**src/rtl/ntt_butterfly_pipe.sv**
```systemverilog
// ntt_butterfly_pipe
//   Pipelined Kyber butterfly. Accepts one (a, b, zeta) triple per cycle and
//   returns (a', b') a fixed four cycles later. in_mode selects Cooley-Tukey
//   (forward NTT) or Gentleman-Sande (inverse NTT). Zeta arrives in Montgomery
//   form (zeta * 2^16 mod q), so a single Montgomery reduction of the product
//   yields operand * zeta mod q in the plain domain.
//
// Ports
//   clk, rst_n            clock, asynchronous active-low reset
//   in_valid / in_ready   input handshake; in_ready = !out_valid || out_ready
//   in_mode               0 = CT, 1 = GS
//   in_a, in_b, in_zeta   12-bit operands, each in [0, q)
//   in_tag                opaque sideband, delivered with its result
//   out_valid / out_ready output handshake
//   out_a, out_b          12-bit results in [0, q)
//   out_tag               tag aligned with out_a / out_b
//
// A single global advance enable moves every stage together. Bubbles travel
// as cleared valid bits, so a stall anywhere simply freezes the whole pipe.

module ntt_butterfly_pipe #(
  parameter int TAG_WIDTH = 8
) (
  input  logic                 clk,
  input  logic                 rst_n,
  input  logic                 in_valid,
  output logic                 in_ready,
  input  logic                 in_mode,
  input  logic [11:0]          in_a,
  input  logic [11:0]          in_b,
  input  logic [11:0]          in_zeta,
  input  logic [TAG_WIDTH-1:0] in_tag,
  output logic                 out_valid,
  input  logic                 out_ready,
  output logic [11:0]          out_a,
  output logic [11:0]          out_b,
  output logic [TAG_WIDTH-1:0] out_tag
);

  localparam int          LATENCY  = 4;
  localparam logic [12:0] KYBER_Q  = 13'd3329;
  // -q^-1 mod 2^16, so that t + m*q is an exact multiple of 2^16
  localparam logic [31:0] QINV_NEG = 32'd3327;

  function automatic logic [11:0] mod_add(input logic [11:0] x, input logic [11:0] y);
    logic [12:0] s;
    s = {1'b0, x} + {1'b0, y};
    if (s >= KYBER_Q) s = s - KYBER_Q;
    return s[11:0];
  endfunction

  function automatic logic [11:0] mod_sub(input logic [11:0] x, input logic [11:0] y);
    logic [12:0] d;
    if (x < y) d = {1'b0, x} + KYBER_Q - {1'b0, y};
    else       d = {1'b0, x} - {1'b0, y};
    return d[11:0];
  endfunction

  // Returns t * 2^-16 mod q. The intermediate u is below 2q, so one
  // conditional subtraction finishes the reduction.
  function automatic logic [11:0] mont_reduce(input logic [23:0] t);
    logic [31:0] m_full;
    logic [15:0] m;
    logic [28:0] mq;
    logic [28:0] sum;
    logic [12:0] u;
    m_full = {16'b0, t[15:0]} * QINV_NEG;
    m      = m_full[15:0];
    mq     = {13'b0, m} * {16'b0, KYBER_Q};
    sum    = {5'b0, t} + mq;
    u      = sum[28:16];
    if (u >= KYBER_Q) u = u - KYBER_Q;
    return u[11:0];
  endfunction

  logic [LATENCY-1:0] vld;
  logic               adv;

  // stage 1: GS sum/difference already formed; s1_op is the multiplier operand
  logic                 s1_mode;
  logic [11:0]          s1_a;
  logic [11:0]          s1_op;
  logic [11:0]          s1_zeta;
  logic [TAG_WIDTH-1:0] s1_tag;

  // stage 2: raw product
  logic                 s2_mode;
  logic [11:0]          s2_a;
  logic [23:0]          s2_t;
  logic [TAG_WIDTH-1:0] s2_tag;

  // stage 3: reduced product r = operand * zeta mod q
  logic                 s3_mode;
  logic [11:0]          s3_a;
  logic [11:0]          s3_r;
  logic [TAG_WIDTH-1:0] s3_tag;

  assign adv       = !vld[LATENCY-1] || out_ready;
  assign in_ready  = adv;
  assign out_valid = vld[LATENCY-1];

  always_ff @(posedge clk or negedge rst_n) begin
    if (!rst_n) begin
      vld     <= '0;
      s1_mode <= 1'b0;
      s1_a    <= '0;
      s1_op   <= '0;
      s1_zeta <= '0;
      s1_tag  <= '0;
      s2_mode <= 1'b0;
      s2_a    <= '0;
      s2_t    <= '0;
      s2_tag  <= '0;
      s3_mode <= 1'b0;
      s3_a    <= '0;
      s3_r    <= '0;
      s3_tag  <= '0;
      out_a   <= '0;
      out_b   <= '0;
      out_tag <= '0;
    end else if (adv) begin
      vld     <= {vld[LATENCY-2:0], in_valid};

      s1_mode <= in_mode;
      s1_a    <= in_mode ? mod_add(in_a, in_b) : in_a;
      s1_op   <= in_mode ? mod_sub(in_a, in_b) : in_b;
      s1_zeta <= in_zeta;
      s1_tag  <= in_tag;

      s2_mode <= s1_mode;
      s2_a    <= s1_a;
      s2_t    <= {12'b0, s1_op} * {12'b0, s1_zeta};
      s2_tag  <= s1_tag;

      s3_mode <= s2_mode;
      s3_a    <= s2_a;
      s3_r    <= mont_reduce(s2_t);
      s3_tag  <= s2_tag;

      // GS: s3_a already holds (a+b) mod q
      out_a   <= s3_mode ? s3_a : mod_add(s3_a, s3_r);
      out_b   <= s3_mode ? s3_r : mod_sub(s3_a, s3_r);
      out_tag <= s3_tag;
    end
  end

endmodule

```
**config.mk**
```make
export PLATFORM = sky130hd
export DESIGN_NAME = ntt_butterfly_pipe
export DESIGN_NICKNAME = d
export VERILOG_FILES = /design/src/rtl/ntt_butterfly_pipe.sv
export SDC_FILE = /design/constraint.sdc
export NUM_CORES = 1
export LEC_CHECK = 0
export BUFFER_PORTS_ARGS = -buffer_cell sky130_fd_sc_hd__buf_2
export CORE_MARGIN = 3
export CORE_UTILIZATION = 50
export CTS_CLUSTER_DIAMETER = 40
export DETAILED_ROUTE_END_ITERATION = 7
export GPL_TIMING_DRIVEN = 1
export HOLD_SLACK_MARGIN = 0.08
export PLACE_DENSITY = 0.7
export SLEW_MARGIN = 5
export SYNTH_ARGS = -nofsm -noshare
export SYNTH_HDL_FRONTEND = slang
export SYNTH_SLANG_ARGS = --single-unit
```
**constraint.sdc**
```tcl
create_clock -name clk -period 9.3 [get_ports clk]
set_clock_uncertainty 0.05 [all_clocks]
set_input_delay 0.93 -clock clk [delete_from_list [all_inputs] [get_ports clk]]
set_output_delay 0.93 -clock clk [all_outputs]
set_load 0.01 [all_outputs]
```
After elaboration in Yosys (flattened, before gate mapping)
Index checks and enable logic that the tools add are counted.
{"block": "totals", "in_bits": 49, "register_bits": 159, "out_inout_bits": 34}
{"block": "classes", "n_lt_le_gt_ge": 5, "mul": 3, "add_sub_neg": 12, "reduce_logical": 2, "muxes": 9}
{"operator": "$mux 12", "count": 9}
{"operator": "$sub 12x12->12", "count": 4}
{"operator": "$ge 13x12->1 const B", "count": 3}
{"operator": "$sub 12x12->12 const B", "count": 3}
{"operator": "$add 24x28->29", "count": 1}
{"operator": "$mul 16x12->28 const B", "count": 1}
{"operator": "$add 12x12->13", "count": 2}
{"operator": "$add 12x12->12 const B", "count": 2}
{"operator": "$lt 12x12->1", "count": 2}
{"operator": "$mul 12x12->24", "count": 1}
{"operator": "$mul 16x12->16 const B", "count": 1}
{"operator": "$logic_not 1->1", "count": 1}
{"operator": "$logic_or 1x1->1", "count": 1}

Depth between registers and ports, before layout
{"block": "logic_depth", "depth_word": 5, "ltp_mapped": 41, "ltp_nobuf": 41}

Worst setup path before layout
Ideal clock, no wire load.
{"block": "synth_timing", "path_kind": "register to register", "startpoint": "reg s2_t[5]", "endpoint": "reg s3_r[1]", "synth_period_minus_slack_ps": 9207, "t_required_ps": 9167, "stages_incl_launch_ff": 33, "arrival_ps": 9074, "path_slack_ps": 93, "n_path_buf": 0, "setup_time_ps": 83, "cell_sequence": "dfrtp_1 > fa_1 > inv_1 > fa_1 > inv_1 > ha_1 > fa_1 > inv_1 > fa_1 > inv_1 > ha_1 > a21oi_1 > o21bai_1 > a21oi_1 > nor2b_1 > o21a_1 > o41ai_1 > xnor2_1 > ha_1 > ha_1 > fa_1 > fa_1 > ha_1 > nand4_1 > or3_1 > o32a_2 > nand3_4 > mux2_4 > a31oi_2 > or4_4 > a311oi_4 > mux2_2 > o21ai_0"}
{"block": "synth_between", "elab_chain_len": 5}
{"element": "start: declaration", "line_no": "89", "text": "logic [23:0] s2_t;"}
{"element": "start signal: assignment", "line_no": "132", "text": "s2_t <= {12'b0, s1_op} * {12'b0, s1_zeta};"}
{"element": "$mul 16x12->16", "line_no": "67", "text": "m_full = {16'b0, t[15:0]} * QINV_NEG;"}
{"element": "$mul 16x12->28", "line_no": "69", "text": "mq = {13'b0, m} * {16'b0, KYBER_Q};"}
{"element": "$add 24x28->29 *", "line_no": "70", "text": "sum = {5'b0, t} + mq;"}
{"element": "$sub 12x12->12 / $ge 13x12->1 (equally long branches)", "line_no": "72", "text": "if (u >= KYBER_Q) u = u - KYBER_Q;"}
{"element": "$mux 12 *", "line_no": "72"}
{"element": "end signal: assignment", "line_no": "137", "text": "s3_r <= mont_reduce(s2_t);"}
{"element": "end: declaration", "line_no": "95", "text": "logic [11:0] s3_r;"}
Every way passes the cells marked *; elsewhere a longest branch is shown, timed or not.
A chain may end at the register's enable or synchronous reset.

Final worst setup path
Ends and elaborated chain as after synthesis.

==> out/summary.txt <==
status -> finished, final reports clean
Post-Syn Area -> 20300 sq um
vias per cell -> 5.42
Yosys top cell area share -> 20.3%
Chip Width -> 207 microns
CTS tree -> done
# hold bufs at CTS -> 0
HP Start -> vld[2]
FF-to-FF setup slack -> 0.12 ns
final-report max-slew violation count -> 0
Top Ports -> 83
routability cong. -> 0.906
Clock transition at path regs -> 0.09 ns
fmax -> 109 MHz
Synth Instances -> 2327
DRC Markers -> 0
post-synthesis cell type count -> 67
Total GRT Usage -> 22.0%
nature of the critical path endpoint -> flip-flop
via count -> 16000
htree depth -> 4
full die area -> 43000 sq um
Worst R2R End -> s3_r[1]
# setup viols final -> 0
DRT Pass-1 Iters -> 5
worst-skew pair later-pin latency -> 0.47 ns
Worst Path Required -> 9.65 ns
clock root cell -> clkbuf_16
Seq cells post-synth -> 159
DRT iter0 DRCs -> 819
CTS Sinks -> 159
commonest non-fill, non-tap cell in the layout -> nand2_1
ant diodes -> 0
Ys Warns -> 0
CP peak stage delay -> 0.60 ns
delay-heaviest family, CP -> adder cells
hold depth -> 2
routed wire length -> 47400 microns
site row count -> 73
CP max stage cell -> fa_2
I/O Buffers -> 82
Fin Hold WS -> 0.417 ns
Crit Path Class -> reg -> reg
nets@finish -> 2954
worst relative slew slack -> 32.5%
period utilization -> 98.7%
Num CTS Buffers -> 17
core outline area -> 39900 sq um
worst r2r path cells -> 35
Syn Nets -> 2875
max cap viols -> 0
post-DP HPWL -> 37000 microns
WL/cell -> 16.1 microns
Hold Path End -> vld[2]
Area Growth Syn to Fin -> 11.5%
number of global-route vias before repair -> 16400
first-pass GRT wire length -> 79200 microns
Die Y -> 207 microns
Post-synth top flop -> dfrtp_1
Crit Path Max Fanout -> 5
global route overflow -> 0
RSZ-0062 raised after global routing -> yes
layout cells sized above 1 -> 11.2%
EDFF count, synth -> 0
top cell type by total area after synthesis -> fa_1
startpoint types -> flip-flop
clk buf depth -> 2
r2r startpoint -> s2_t[5]
hold crit path type -> reg -> reg
initial antenna violation count -> 0
commonest non-fill, non-tap cells in the layout -> nand2_1 (378), inv_1 (369), ha_1 (274)
CP Buf/Inv Count -> 8
final hold violation count -> 0
Synth async-reset ratio -> 100%
Period minus WS final -> 9.18 ns
initial core utilization -> 50.8%
critical path arrival -> 9.53 ns
largest net degree at the start of global routing -> 88
Mean Syn Cell Area -> 8.71 sq um
register area share after synthesis -> 19.6%
post-route ant nets -> 0
top cells by area, synth -> fa_1 (20%), dfrtp_1 (20%), ha_1 (18%)
worst slew pin tran -> 1.01 ns
## state kept, by name, summed over array words and instances, names as in the netlist
register and flops:
s2_t 24, s1_mode 1, s1_a 12, s3_mode 1, out_b 12, s1_tag 8, s2_mode 1, s3_a 12
out_tag 8, out_a 12, s2_tag 8, s3_r 12, s1_zeta 12, s2_a 12, s1_op 12, vld 4
s3_tag 8
## what timing repair did
item / CTS / global route
buffers inserted: 0 / 13
endpoints found under the setup margin: 11 / 12
resized for setup: 8 / 86
pin swaps: 1 / 56
gates cloned: 0 / 0
## Yosys cell counts (6+ instances only)
master,count
clkbuf_1,86
o21a_1,7
and3_1,13
nand2_1,378
a21oi_1,105
o211a_1,6
o211ai_1,11
and2_1,50
xnor2_1,93
ha_1,293
or3_1,10
nor2_1,94
nand3_1,27
a21o_1,21
nand4_1,9
nor4_1,12
fa_1,206
a31oi_1,14
nand2b_1,7
inv_1,383
o31ai_1,7
a211oi_1,13
o21bai_1,27
nor2b_1,14
o21ai_0,97
xor2_1,46
a2111oi_0,7
mux2i_1,18
dfrtp_1,159
nor3_1,38
## worst reg2reg max path, delay by kind of cell (launching register included)
family,cells,cell delay [ns]
adders and majority gates,11,4.50
AOI/OAI and AO/OA,8,1.65
and+or+nand+nor,5,1.31
buffers and inverters,8,0.76
DFF,1,0.42
muxes,1,0.29
xor gates and xnor gates,2,0.17
## per-stage QoR
stage / setup TNS, ns / setup WS [ns] / utilization (%) / cells / cell area [sq um]
detailed placement: -0.849 / -0.119 / 53.7 / 2899 / 21400
floorplan: 0 / 0.0933 / - / 2327 / 20300
global placement: 0 / 0.0658 / 53.7 / 2899 / 21400
global route: -1.32 / -0.151 / 56.6 / 2944 / 22600
finish: 0 / 0.124 / 56.6 / 2944 / 22600
CTS: 0 / 0.00941 / 55.3 / 2931 / 22100
## metal layers
metal | wire length (microns) | global-route usage [%]
met5 | 0 | 0
met3 | 1940 | 3.63
met2 | 23600 | 37.7
met4 | 1090 | 6.11
met1 | 20800 | 29.1
## kinds of logic (layout without fill, tap and decap cells)
kind of cell	after synthesis	in the layout	synth area share [%]
xor gates and xnor gates	139	139	6.01
DFF	159	159	19.6
buffers and inverters	476	568	8.81
adders and majority gates	499	499	38.4
AOI/OAI and AO/OA	358	358	11.1
and+or+nand+nor	675	675	14.9
muxes	21	21	1.07
## worst max path at each step
stage                          end  cells after the start     from  slack (ns)
after floorplan            s3_r[1]                     32  s2_t[5]        0.09
after global placement    s3_r[10]                     35  s2_t[4]        0.07
after detailed placement  s3_r[10]                     35  s2_t[4]       -0.12
after CTS                  s3_r[4]                     35  s2_t[3]       0.009
after global routing      s3_r[10]                     35  s2_t[3]       -0.15
final                      s3_r[1]                     35  s2_t[5]        0.12
## final cells by class
type | count | area (sq um)
Tap cell | 525 | 657
Inverter | 385 | 1450
Clock buffer | 19 | 443
Clock inverter | 13 | 170
Sequential cell | 159 | 3990
Multi-Input combinational cell | 1692 | 14900
Fill cell | 3521 | 17300
Timing Repair Buffer | 151 | 953
Power is not shown: default switching activity piles up to over one toggle a cycle in this logic, so the estimate is an artifact.
